==> config.mk <==
export PLATFORM = sky130hd
export DESIGN_NAME = spi_sched_flat
export DESIGN_NICKNAME = d
export VERILOG_FILES = /design/src/rtl/spi_sched_pkg.sv /design/src/rtl/spi_sched_if.sv /design/src/rtl/spi_sched_rr_arbiter.sv /design/src/rtl/spi_sched.sv /design/src/flat_wrapper.sv
export SDC_FILE = /design/constraint.sdc
export NUM_CORES = 1
export LEC_CHECK = 0
export BUFFER_PORTS_ARGS = -buffer_cell sky130_fd_sc_hd__buf_2
export CAP_MARGIN = 10
export CORE_AREA = 2 2 122 124
export DETAILED_ROUTE_END_ITERATION = 10
export DIE_AREA = 0 0 124 126
export PLACE_DENSITY_LB_ADDON = 0.12
export SETUP_SLACK_MARGIN = 0.15
export SYNTH_ARGS = -nofsm -noshare
export SYNTH_HDL_FRONTEND = slang
export SYNTH_SLANG_ARGS = --single-unit
==> constraint.sdc <==
create_clock -name clk_in -period 1.9 [get_ports clk_in]
set_clock_uncertainty 0.05 [all_clocks]
set_input_delay 0.19 -clock clk_in [delete_from_list [all_inputs] [get_ports clk_in]]
set_output_delay 0.19 -clock clk_in [all_outputs]
set_load 0.05 [all_outputs]
==> src/rtl/spi_sched_pkg.sv <==
// spi_sched_pkg: shared state encoding, parameter defaults and width helper for spi_sched
package spi_sched_pkg;
    typedef enum logic [1:0] {IDLE, START, WAIT, DONE} state_t;
    localparam int NUM_REQ_DEF       = 4;
    localparam int FRAME_W_DEF       = 40;
    localparam int CS_W_DEF          = 4;
    localparam int START_TIMEOUT_DEF = 255;
    function automatic int idx_w(input int n);
        return n > 1 ? $clog2(n) : 1;
    endfunction
endpackage

==> src/rtl/spi_sched_if.sv <==
// spi_sched_if: requester and SPI-master signals of spi_sched
// master: scheduler side (drives req_ready, rsp_*, spi_data, spi_cs_select, spi_send_en, busy)
// slave: environment side (drives req_valid, req_frame, req_cs, spi_ready_in, spi_data_in)
interface spi_sched_if import spi_sched_pkg::*; #(
    parameter int NUM_REQ = NUM_REQ_DEF,
    parameter int FRAME_W = FRAME_W_DEF,
    parameter int CS_W    = CS_W_DEF
);
    logic [NUM_REQ-1:0]         req_valid;
    logic [NUM_REQ*FRAME_W-1:0] req_frame;
    logic [NUM_REQ*CS_W-1:0]    req_cs;
    logic [NUM_REQ-1:0]         req_ready;
    logic [NUM_REQ-1:0]         rsp_valid;
    logic [FRAME_W-1:0]         rsp_data;
    logic                       rsp_timeout;
    logic [FRAME_W-1:0]         spi_data;
    logic [CS_W-1:0]            spi_cs_select;
    logic                       spi_send_en;
    logic                       spi_ready_in;
    logic [FRAME_W-1:0]         spi_data_in;
    logic                       busy;
    modport master (
        input  req_valid, req_frame, req_cs, spi_ready_in, spi_data_in,
        output req_ready, rsp_valid, rsp_data, rsp_timeout, spi_data, spi_cs_select, spi_send_en, busy
    );
    modport slave (
        output req_valid, req_frame, req_cs, spi_ready_in, spi_data_in,
        input  req_ready, rsp_valid, rsp_data, rsp_timeout, spi_data, spi_cs_select, spi_send_en, busy
    );
endinterface

==> src/rtl/spi_sched_rr_arbiter.sv <==
// rr_arbiter: picks the first requesting index after last_grant, wrapping modulo NUM_REQ
// req: request vector; last_grant: previous winner; gnt: winning index; any: some request present
module rr_arbiter import spi_sched_pkg::*; #(
    parameter int NUM_REQ = NUM_REQ_DEF,
    localparam int IW = idx_w(NUM_REQ)
) (
    input  logic [NUM_REQ-1:0] req,
    input  logic [IW-1:0]      last_grant,
    output logic [IW-1:0]      gnt,
    output logic               any
);
    logic [IW-1:0] j;
    assign any = |req;
    // Scan from farthest to nearest so the nearest requester after last_grant wins.
    always_comb begin
        gnt = '0;
        j = '0;
        for (int k = NUM_REQ; k >= 1; k--) begin
            j = IW'((int'(last_grant) + k) % NUM_REQ);
            gnt = req[j] ? j : gnt;
        end
    end
endmodule

==> src/rtl/spi_sched.sv <==
// spi_sched: round-robin scheduler sharing one SPI master among NUM_REQ requesters
// clk_in/reset_in: clock and synchronous active-high reset
// bus (master modport): request/response handshake and SPI master control/data
module spi_sched import spi_sched_pkg::*; #(
    parameter int NUM_REQ       = NUM_REQ_DEF,
    parameter int FRAME_W       = FRAME_W_DEF,
    parameter int CS_W          = CS_W_DEF,
    parameter int START_TIMEOUT = START_TIMEOUT_DEF
) (
    input logic       clk_in,
    input logic       reset_in,
    spi_sched_if.master bus
);
    localparam int IW = idx_w(NUM_REQ);
    localparam int CW = $clog2(START_TIMEOUT + 1);
    state_t        state, state_nx;
    logic [IW-1:0] gnt, owner, last_grant;
    logic [CW-1:0] cnt;
    logic          any, grant, tmo, timeout_hit;
    rr_arbiter #(.NUM_REQ(NUM_REQ)) u_arb (
        .req(bus.req_valid),
        .last_grant(last_grant),
        .gnt(gnt),
        .any(any)
    );
    // Reset gates the grant so no acceptance pulse escapes during reset.
    assign grant = state == IDLE && any && bus.spi_ready_in && !reset_in;
    assign timeout_hit = cnt == CW'(START_TIMEOUT);
    always_ff @(posedge clk_in) begin
        state <= reset_in ? IDLE : state_nx;
    end
    always_comb begin
        state_nx = state;
        case (state)
            IDLE:    state_nx = grant ? START : IDLE;
            START:   state_nx = !bus.spi_ready_in ? WAIT : (timeout_hit ? DONE : START);
            WAIT:    state_nx = bus.spi_ready_in ? DONE : WAIT;
            default: state_nx = IDLE;
        endcase
        bus.req_ready   = grant ? NUM_REQ'(1) << gnt : '0;
        bus.rsp_valid   = state == DONE ? NUM_REQ'(1) << owner : '0;
        bus.rsp_timeout = state == DONE && tmo;
        bus.spi_send_en = state == START;
        bus.busy        = state != IDLE;
    end
    always_ff @(posedge clk_in) begin
        if (reset_in) begin
            owner             <= '0;
            last_grant        <= IW'(NUM_REQ - 1);
            cnt               <= '0;
            tmo               <= 1'b0;
            bus.rsp_data      <= '0;
            bus.spi_data      <= '0;
            bus.spi_cs_select <= '0;
        end else begin
            if (grant) begin
                owner             <= gnt;
                cnt               <= '0;
                tmo               <= 1'b0;
                bus.spi_data      <= bus.req_frame[int'(gnt) * FRAME_W +: FRAME_W];
                bus.spi_cs_select <= bus.req_cs[int'(gnt) * CS_W +: CS_W];
            end
            if (state == START && bus.spi_ready_in) begin
                cnt          <= timeout_hit ? cnt : cnt + 1'b1;
                tmo          <= timeout_hit;
                bus.rsp_data <= timeout_hit ? '0 : bus.rsp_data;
            end
            if (state == WAIT && bus.spi_ready_in)
                bus.rsp_data <= bus.spi_data_in;
            if (state == DONE)
                last_grant <= owner;
        end
    end
endmodule

==> src/flat_wrapper.sv <==
// flat-port wrapper written by rule: the top's interface ports become plain ports
module spi_sched_flat import spi_sched_pkg::*;
#(
    parameter int NUM_REQ       = NUM_REQ_DEF,
    parameter int FRAME_W       = FRAME_W_DEF,
    parameter int CS_W          = CS_W_DEF,
    parameter int START_TIMEOUT = START_TIMEOUT_DEF
)
  (clk_in, reset_in, bus_req_valid, bus_req_frame, bus_req_cs, bus_spi_ready_in, bus_spi_data_in, bus_req_ready, bus_rsp_valid, bus_rsp_data, bus_rsp_timeout, bus_spi_data, bus_spi_cs_select, bus_spi_send_en, bus_busy);
  spi_sched_if #(.NUM_REQ(NUM_REQ), .FRAME_W(FRAME_W), .CS_W(CS_W)) bus_i ();
  input logic clk_in;
  input logic reset_in;
  input wire logic [$bits(bus_i.req_valid)-1:0] bus_req_valid;
  input wire logic [$bits(bus_i.req_frame)-1:0] bus_req_frame;
  input wire logic [$bits(bus_i.req_cs)-1:0] bus_req_cs;
  input wire logic [$bits(bus_i.spi_ready_in)-1:0] bus_spi_ready_in;
  input wire logic [$bits(bus_i.spi_data_in)-1:0] bus_spi_data_in;
  output wire logic [$bits(bus_i.req_ready)-1:0] bus_req_ready;
  output wire logic [$bits(bus_i.rsp_valid)-1:0] bus_rsp_valid;
  output wire logic [$bits(bus_i.rsp_data)-1:0] bus_rsp_data;
  output wire logic [$bits(bus_i.rsp_timeout)-1:0] bus_rsp_timeout;
  output wire logic [$bits(bus_i.spi_data)-1:0] bus_spi_data;
  output wire logic [$bits(bus_i.spi_cs_select)-1:0] bus_spi_cs_select;
  output wire logic [$bits(bus_i.spi_send_en)-1:0] bus_spi_send_en;
  output wire logic [$bits(bus_i.busy)-1:0] bus_busy;
  assign bus_i.req_valid = bus_req_valid;
  assign bus_i.req_frame = bus_req_frame;
  assign bus_i.req_cs = bus_req_cs;
  assign bus_i.spi_ready_in = bus_spi_ready_in;
  assign bus_i.spi_data_in = bus_spi_data_in;
  assign bus_req_ready = bus_i.req_ready;
  assign bus_rsp_valid = bus_i.rsp_valid;
  assign bus_rsp_data = bus_i.rsp_data;
  assign bus_rsp_timeout = bus_i.rsp_timeout;
  assign bus_spi_data = bus_i.spi_data;
  assign bus_spi_cs_select = bus_i.spi_cs_select;
  assign bus_spi_send_en = bus_i.spi_send_en;
  assign bus_busy = bus_i.busy;
  spi_sched #(.NUM_REQ(NUM_REQ), .FRAME_W(FRAME_W), .CS_W(CS_W), .START_TIMEOUT(START_TIMEOUT)) u_core (.clk_in(clk_in), .reset_in(reset_in), .bus(bus_i));
endmodule
### Word-level counts from Yosys, hierarchy flattened

Index checks and enable logic that the tools add are counted.

| word-level totals | value |
|---|---|
| register bits after elaboration | 99 |
| input bits | 223 |
| output and inout bits | 95 |
| logic and storage cells | 69 |

| operators by class | value |
|---|---|
| add/sub/neg operators | 5 |
| multipliers | 1 |
| order comparisons | 4 |
| equality and inequality tests | 5 |
| shift-type cells | 4 |
| mux-type cells | 27 |
| reduce and logical (&&, ||, !) cells | 15 |

Operators with widths:

| operator | number |
|---|---|
| indexed part select 160 x 32 -> 40 bit | 1 |
| 2-to-1 mux 40 bit | 3 |
| 2-to-1 mux 8 bit | 3 |
| indexed part select 16 x 5 -> 4 bit | 1 |
| less-than comparator 2 x 3 -> 1 bit, second input constant | 4 |
| 2-to-1 mux 2 bit | 6 |
| adder 8 x 1 -> 8 bit, second input constant | 1 |
| binary-select mux 1 bit (select 2 bit) | 4 |
| == test 8 bit, second input constant | 1 |
| 2-to-1 mux 1 bit | 8 |
| 2-to-1 mux 4 bit | 2 |
| nonzero test 2 bit | 4 |
| << shifter 1 x 2 -> 4 bit, first input constant | 2 |
| logical AND 1 bit | 6 |
| one-hot mux 2 bit (3 select lines) | 1 |
| multiplier 2 x 3 -> 5 bit, second input constant | 1 |
| adder 2 x 1 -> 2 bit, second input constant | 2 |
| adder 2 bit, second input constant | 2 |
| == test 2 bit, second input constant | 2 |
| AND reduction 2 bit | 2 |
| OR reduction 4 bit | 1 |
| == test 2 x 1 -> 1 bit, second input constant | 1 |
| logical NOT 2 bit | 1 |
| inequality test 2 bit, second input constant | 1 |
| logical NOT 1 bit | 1 |

### Longest topological paths before layout

Gate-level depths: netlist of run 1.

| logic depth | value |
|---|---|
| word-level depth | 9 |
| mapped depth | 9 |
| mapped depth without buffers | 6 |

### Hierarchy

From an unflattened synthesis of run 1, not the netlist that was laid out.

| unflattened totals | value |
|---|---|
| cell total of the unflattened synthesis | 499 |
| area, all modules | 4803.4 um2 |

Modules (own cells, without submodules):

| module | instances | cells an instance | area each (um2) | seq. area each (um2) |
|---|---|---|---|---|
| spi_sched | 1 | 485 | 4712.0 | 1981.9 |
| rr_arbiter | 1 | 14 | 91.3 | 0.0 |

### Worst setup path after synthesis of run 1

Ideal clock, no wire load.

| path | value |
|---|---|
| kind | flip-flop to output port |
| start point | register u_core.state[1] |
| end point | output bus_req_ready[0] |
| data arrival time | 2.618 ns |
| required time | 1.660 ns |
| slack | -0.958 ns |
| stages on the path, launching flop included | 7 |
| buffers on the path | 3 |
| cell sequence | dfxtp_1 or2_4 or3_4 buf_6 buf_6 buf_2 nor3_1 |

| between the ends | value |
|---|---|
| word-level cells in the longest chain between the ends | 5 |

RTL lines:

| element | line | source |
|---|---|---|
| start, declared | spi_sched.sv:16 | `state_t state, state_nx;` |
| start signal, assigned | spi_sched.sv:30 | `state <= reset_in ? IDLE : state_nx;` |
| logical NOT 2 bit | spi_sched.sv:27 | `assign grant = state == IDLE && any && bus.spi_ready_in && !reset_in;` |
| logical AND 1 bit (3 in series) | spi_sched.sv:27 |  |
| 2-to-1 mux 4 bit | spi_sched.sv:40 | `bus.req_ready = grant ? NUM_REQ'(1) << gnt : '0;` |
| end, declared | flat_wrapper.sv:18 | `output wire logic [$bits(bus_i.req_ready)-1:0] bus_req_ready;` |

No other way between the ends.

### Worst setup path after layout of run 1

| path | value |
|---|---|
| start point | register u_core.last_grant[0] |
| end point | output bus_req_ready[1] |

| between the ends | value |
|---|---|
| word-level cells in the longest chain between the ends | 9 |
| elaborated cells on any way between the ends | 18 |
| those cells by class | 4 x add/sub; 1 x shift; 13 x mux |

RTL lines:

| element | line | source |
|---|---|---|
| start, declared | spi_sched.sv:17 | `logic [IW-1:0] gnt, owner, last_grant;` |
| start signal, assigned | spi_sched.sv:49 | `last_grant <= IW'(NUM_REQ - 1);` |
| start signal, assigned | spi_sched.sv:71 | `last_grant <= owner;` |
| adder 2 x 1 -> 2 bit | spi_sched_rr_arbiter.sv:19 | `j = IW'((int'(last_grant) + k) % NUM_REQ);` |
| binary-select mux 1 bit (select 2 bit) | spi_sched_rr_arbiter.sv:20 | `gnt = req[j] ? j : gnt;` |
| 2-to-1 mux 1 bit (implied by the code) | spi_sched_rr_arbiter.sv:20 |  |
| 2-to-1 mux 2 bit (3 in series) | spi_sched_rr_arbiter.sv:20 |  |
| 2-to-1 mux 2 bit * | spi_sched_rr_arbiter.sv:20 |  |
| << shifter 1 x 2 -> 4 bit * | spi_sched.sv:40 |  |
| 2-to-1 mux 4 bit * | spi_sched.sv:40 |  |

Every way passes the cells marked *; elsewhere a longest branch is shown, timed or not. The select of a mux whose other input is x is not followed.

==> results of run 1 <==
layout make-up:
type                       count  area [um2]  area share [%]
clock inverter                 7         116            1.36
tap                          184         230            2.69
multi-input combinational    432        3460            40.4
timing repair buffer         388        2540            29.7
sequential                    99        1990            23.2
inverter                       1        3.75          0.0438
clock buffer                   9         225            2.63
state kept, by name (all words and copies together), names as in the netlist:
name / cells
u_core.bus.rsp_data: 40
u_core.bus.spi_cs_select: 4
u_core.bus.spi_data: 40
u_core.cnt: 8
u_core.last_grant: 2
u_core.owner: 2
u_core.state: 2
u_core.tmo: 1
metal layers:
metal / track usage, % / wire, um
met1: 29.4 / 7950
met2: 44.3 / 10500
met3: 4.94 / 1470
met4: 9.78 / 497
met5: 0 / 0
kinds of logic after synthesis:
logic type                 Yosys count
buffers and inverters               63
DFF                                 99
and+or+nand+nor                    204
xor gates and xnor gates             6
AOI/OAI and AO/OA                  195
adders and majority gates            1
muxes                               26
what timing repair did:
item | CTS | global route
resized for setup | 52 | 46
buffers inserted | 21 | 9
cloned | 7 | 2
pin swaps | 13 | 22
hold buffers | 0 | 0
setup endpoints to repair | 64 | 101
power by group:
group	switching [W]	internal (W)
registers	0.0000552	0.00217
clock network	0.000889	0.00119
logic	0.000981	0.000781
worst max-delay path, cell delays in order, from the launching register on:
cell and delay (ps):
dfxtp_2 330, and2b_2 250, o21a_1 190, nor3_4 60, buf_12 140, buf_12 130
nor3_4 180, buf_6 180
per-stage QoR:
stage | utilization [%] | worst slack, ps | TNS (ps)
finish | 59.9 | -153 | -3450
global route | 59.9 | -207 | -6150
CTS | 57.6 | -162 | -3350
detailed placement | 51.0 | -30.4 | -300
global placement | 51.0 | 15.6 | 0
floorplan | - | -249 | -625
Yosys cell counts (3+ instances only):
library cell,instances
dfxtp_1,99
nor2_1,58
o31ai_1,44
nor2b_1,43
a211oi_1,42
clkbuf_1,42
a22oi_1,41
nand2b_1,29
a31oi_1,26
nand4_1,26
o211a_1,25
mux2_2,19
nand3b_1,19
buf_2,10
mux2_1,6
xnor2_1,6
buf_6,5
nand2_1,5
nand3_1,5
buf_1,4
nor3_1,4
and3_1,3
placed cells by master (no fill, tap or decap), drive strengths merged, types with 20 or more instances in the layout:
cell type | synthesis | layout
nand4 | 26 | 26
nor2 | 58 | 58
nor2b | 43 | 43
buf | 20 | 384
o211a | 25 | 25
a22oi | 41 | 41
a31oi | 26 | 26
nand2b | 29 | 29
mux2 | 25 | 25
nand3b | 20 | 20
a211oi | 42 | 42
o31ai | 44 | 44
dfxtp | 99 | 99
how the worst max path moves through the flow:
stage,start,end
5_1_grt,u_core.last_grant[0]$_SDFFE_PP1P_,bus_req_ready[1]
2_1_floorplan,u_core.state[0]$_SDFF_PP0_,bus_req_ready[1]
4_1_cts,u_core.state[1]$_SDFF_PP0_,bus_req_ready[1]
3_3_place_gp,u_core.last_grant[0]$_SDFFE_PP1P_,u_core.bus.spi_data[12]$_SDFFE_PP0P_
6_report,u_core.last_grant[0]$_SDFFE_PP1P_,bus_req_ready[1]
3_5_place_dp,u_core.last_grant[0]$_SDFFE_PP1P_,u_core.bus.spi_data[28]$_SDFFE_PP0P_
==> out/results.tsv, run 1 <==
metric	value	unit
routed vias	6197	
Post-Synth XOR/XNOR Area	0.989	%
Total GRT Usage	25.0	%
io pins	318	
share of layout cells above drive strength 1	52.0	%
1st-pass router iterations	5	
final WL	20.4	mm
post-synthesis sequential area ratio	37.3	%
adder-cell area share of the yosys netlist	0.236	%
nets	1155	
top-area cell type share of the netlist area	37.3	%
RR Endpoint	u_core.bus.spi_data[25]$_SDFFE_PP0P_	
status	finished, violations left	
fill count	1251	
RSZ-0062 raised after global routing	true	
gpl congestion	0.837	
maximum clock frequency	0.487	GHz
r2r setup slk	-140	ps
Row Count	44	
final non-filler cell total	1120	
initial core utilization	37.1	%
Yosys warnings	0	
largest family of logic cells by synthesized area	compound AO/OA/AOI/OAI gates	
Die ar.	15600	um2
Leakage	4.17	nW
antenna violations before repair	0	
mux contribution to synthesized area	5.49	%
syn nets	818	
Max-slew headroom	36.7	%
Post-synth ARST share	0	%
Clk Latency, worst-skew pair	340	ps
GRT overflow	0	
H-Tree Level Count	3	
CP endpoint kind	output port	
max_cap viols	0	
TritonCTS clock tree	built	
Critical Path Start Type	register	
Synth area leaders	dfxtp_1, o31ai_1, a211oi_1	
number of synthesized flops with an enable pin	0	
Netlist cell types	46	
Worst Hold Launch	bus_spi_data_in[21]	
Routed WL per cell	18.2	um
Final Cycle Share	108	%
number of diodes	0	
largest net degree at the start of global routing	94	
Max VDD drop	0.490	mV
first-pass GRT wire length	30.7	mm
Tot Pwr	0.00607	W
Hold WS	40.1	ps
port buffer count	317	
Post-DP HPWL	13.5	mm
crit-path max FO	4	
failing checks	setup timing	
max-slew violations	0	
P&R area growth vs syn	61.3	%
Clock Sinks	99	
clock period minus worst slack	2050	ps
Post-Syn Area	5310	um2
Hold Violations, Final	0	
Hold Path Sink	u_core.bus.rsp_data[21]$_SDFFE_PP0P_	
worst path required time	1660	ps
antenna-violating nets left	0	
Clock transition at path regs	80	ps
worst hold path class	input port to register	
mean post-synth cell area	8.94	um2
Longest Clk Path Bufs	2	
post-synthesis compound-gate area fraction	28.6	%
DRC	0	
DIE HEIGHT	126	um
CP Class	register to output port	
post-placement cell count	1065	
cell depth of the worst flop-to-flop path	8	
final setup fails	46	
Least-Margin Pin Slew	950	ps
Yosys top cell by area	dfxtp_1	
die extent in x	124	um
Main synth FF type	dfxtp_1	
Hold Crit Depth	3	
vias in the first global route	6161	
post-synthesis simple-gate area fraction	21.9	%
placed instance area	7310	um2
Synth Instances	594	
PwrDens	709	nW/um2
Via density	5.53	
Critical R2R Launch	u_core.last_grant[0]$_SDFFE_PP1P_	
Yosys reg bits	99	
CTS root buf	clkbuf_16	
WP data arrival	1810	ps
CTS Buf Count	9	
fin worst setup slack	-153	ps
Final Cell Area	8570	um2
DR iter-0 viols	396	
Core ar.	14300	um2
Note: power is estimated with default switching activity, not from simulation.
==> inputs of run 2 (changes only) <==
--- a/config.mk
+++ b/config.mk
@@ -5,12 +5,15 @@
 export SDC_FILE = /design/constraint.sdc
 export NUM_CORES = 1
 export LEC_CHECK = 0
+export ABC_AREA = 1
 export BUFFER_PORTS_ARGS = -buffer_cell sky130_fd_sc_hd__buf_2
 export CAP_MARGIN = 10
-export CORE_AREA = 2 2 122 124
+export CORE_ASPECT_RATIO = 1.25
+export CORE_MARGIN = 2
+export CORE_UTILIZATION = 41
 export DETAILED_ROUTE_END_ITERATION = 10
-export DIE_AREA = 0 0 124 126
 export PLACE_DENSITY_LB_ADDON = 0.12
+export RECOVER_POWER = 25
 export SETUP_SLACK_MARGIN = 0.15
 export SYNTH_ARGS = -nofsm -noshare
 export SYNTH_HDL_FRONTEND = slang
==> run 2 against run 1 <==
  * Setup slack lost 160 ps
  * Hold slack gained 23 ps
  * Utilization rose by 5.4 points
  * Register-to-register slack got worse by 150 ps
  * Critical path depth grew 4
  * Design area increased by 8.3%
  * Sequential share of layout area fell by 1.8 points
  * The flow still finishes with violations (setup timing)
  * Clock power fell by 13%
  * Via count increased by 21%
  * Wire length up 4.5%
  * Global-route usage up 0.056 points
  * Die area is 1.3% lower
  * Largest cell class unchanged
==> out/results.tsv, run 2 <==
metric	value	unit
maximum clock frequency	0.451	GHz
vias in the first global route	6711	
final setup fails	48	
Routed WL per cell	14.4	um
CP endpoint kind	output port	
PwrDens	646	nW/um2
Longest Clk Path Bufs	2	
TritonCTS clock tree	built	
Total GRT Usage	25.1	%
DIE HEIGHT	138	um
Hold Crit Depth	3	
Leakage	4.96	nW
nets	1517	
CP Class	register to output port	
failing checks	setup timing	
RSZ-0062 raised after global routing	true	
DR iter-0 viols	576	
post-placement cell count	1422	
Synth area leaders	dfxtp_1, nand3_1, nand2_1	
status	finished, violations left	
Via density	5.09	
WP data arrival	1980	ps
Hold Path Sink	u_core.bus.rsp_data[6]$_SDFFE_PP0P_	
Synth Instances	957	
CTS root buf	clkbuf_16	
Critical Path Start Type	register	
P&R area growth vs syn	56.8	%
gpl congestion	0.869	
Final Cycle Share	117	%
die extent in x	111	um
Max VDD drop	0.420	mV
worst hold path class	input port to register	
pre-CTS setup slack	-95.6	ps
TNS Setup	-8130	ps
Die ar.	15400	um2
max_cap viols	0	
Yosys warnings	0	
Commonest cells post-synth	nand2_1, nand3_1, nor2_1	
RR Endpoint	u_core.bus.spi_data[5]$_SDFFE_PP0P_	
antenna violations before repair	2	
placed instance area	7900	um2
max-slew violations	0	
Post-Syn Area	5920	um2
r2r setup slk	-290	ps
Clock Sinks	99	
Max-slew headroom	30.5	%
most frequent cells in the layout	buf_2, nand2_1, nand3_1, nor2_1, inv_1	
Hold Violations, Final	0	
Final Cell Area	9280	um2
clock period minus worst slack	2220	ps
GRT overflow	0	
initial core utilization	41.6	%
top-area cell type share of the netlist area	33.5	%
DRC	0	
share of layout cells above drive strength 1	38.4	%
largest net degree at the start of global routing	91	
Yosys reg bits	99	
port buffer count	317	
final WL	21.3	mm
routed vias	7524	
Clk Latency, worst-skew pair	350	ps
final non-filler cell total	1478	
top-count cell post-synth	nand2_1	
syn nets	1181	
Least-Margin Pin Slew	1040	ps
Critical R2R Launch	u_core.last_grant[0]$_SDFFE_PP1P_	
worst path required time	1660	ps
post-synthesis sequential area ratio	33.5	%
Yosys top cell by area	dfxtp_1	
CTS Buf Count	9	
Worst Hold Launch	bus_spi_data_in[6]	
io pins	318	
mean post-synth cell area	6.18	um2
Netlist cell types	33	
fin worst setup slack	-317	ps
Row Count	49	
number of synthesized flops with an enable pin	0	
Post-DP HPWL	14.1	mm
H-Tree Level Count	3	
Core ar.	14200	um2
first-pass GRT wire length	32.2	mm
1st-pass router iterations	5	
commonest non-fill, non-tap cell in the layout	buf_2	
Main synth FF type	dfxtp_1	
antenna-violating nets left	0	
Clock transition at path regs	70	ps
crit-path max FO	8	
cell depth of the worst flop-to-flop path	17	
Top Registers	u_core.bus.rsp_data: 40 flops, u_core.bus.spi_data: 40 flops, u_core.cnt: 8 flops	
Post-synth ARST share	0	%
==> run 2: critical path: stages, from the launching register on <==
cell and delay (ps):
dfxtp_2 340, buf_12 130, clkinv_8 80, nand2_4 80, nand3_4 60, buf_6 120
and3_4 170, nand2_4 80, nand2_8 60, buf_6 120, nor3_4 210, buf_12 160
==> run 2: metrics by stage <==
step | total power (W) | utilization [%] | hold WS, ps
after floorplan | 0.00333 | - | 312
after global placement | 0.00388 | 55.5 | 416
after detailed placement | 0.00388 | 55.5 | 419
after CTS | 0.00583 | 60.3 | 52.3
after global routing | 0.00627 | 65.2 | 59.8
final | 0.00599 | 65.2 | 62.8
==> run 2: cells by family after synthesis <==
kind of cell	share of synthesized area [%]
AO/OA/AOI/OAI	4.93
AND/OR/NAND/NOR	47.1
adder cells (fa/ha/maj)	0.211
buffers and inverters	13.8
XOR/XNOR	0.444
flip-flops	33.5
==> run 2: report_power, final <==
part,switching [W],internal (W),leakage (nW),total (W)
Clock,0.000854,0.000945,0.138,0.00180
Combinational,0.00120,0.000758,4.02,0.00196
Sequential,0.0000549,0.00217,0.806,0.00223
==> run 2: worst max-delay path by stage <==
stage	depth (start not counted)	slack, ps	startpoint	endpoint
3_3_place_gp	11	-60	u_core.last_grant[1]$_SDFFE_PP1P_	bus_req_ready[3]
6_report	11	-320	u_core.last_grant[0]$_SDFFE_PP1P_	bus_req_ready[1]
4_1_cts	12	-280	u_core.last_grant[0]$_SDFFE_PP1P_	bus_req_ready[1]
2_1_floorplan	12	-80	u_core.last_grant[0]$_SDFFE_PP1P_	bus_req_ready[1]
3_5_place_dp	13	-100	u_core.last_grant[0]$_SDFFE_PP1P_	bus_req_ready[1]
5_1_grt	18	-390	u_core.last_grant[0]$_SDFFE_PP1P_	u_core.bus.spi_data[16]$_SDFFE_PP0P_
==> run 2: cell type report <==
type	count	area, um2
diodes	2	5.00
clock buffers	11	243
clock inverters	5	42.5
fillers	1369	4950
inverters	122	488
multi-input cells	667	3680
flip-flops and latches	99	1990
well taps	178	223
repair buffers	392	2590
repair inverters	2	16.3
==> run 2: what timing repair did <==
action | 4_1_cts | 5_1_grt
hold endpoints to repair | 0 | 0
gates resized for setup | 48 | 134
hold buffers | 0 | 0
buffers inserted | 13 | 12
setup endpoints to repair | 97 | 98
gates cloned | 5 | 8
pin swaps | 23 | 65
==> run 2: routing by layer <==
metal | vias to the layer above | share of wire [%] | GRT usage, %
met3 | 46 | 7.2 | 4.87
met4 | 0 | 3.2 | 10.5
met1 | 3427 | 40 | 30.8
met2 | 317 | 50 | 42.9
li1 | 3734 | - | -
met5 | - | 0 | 0
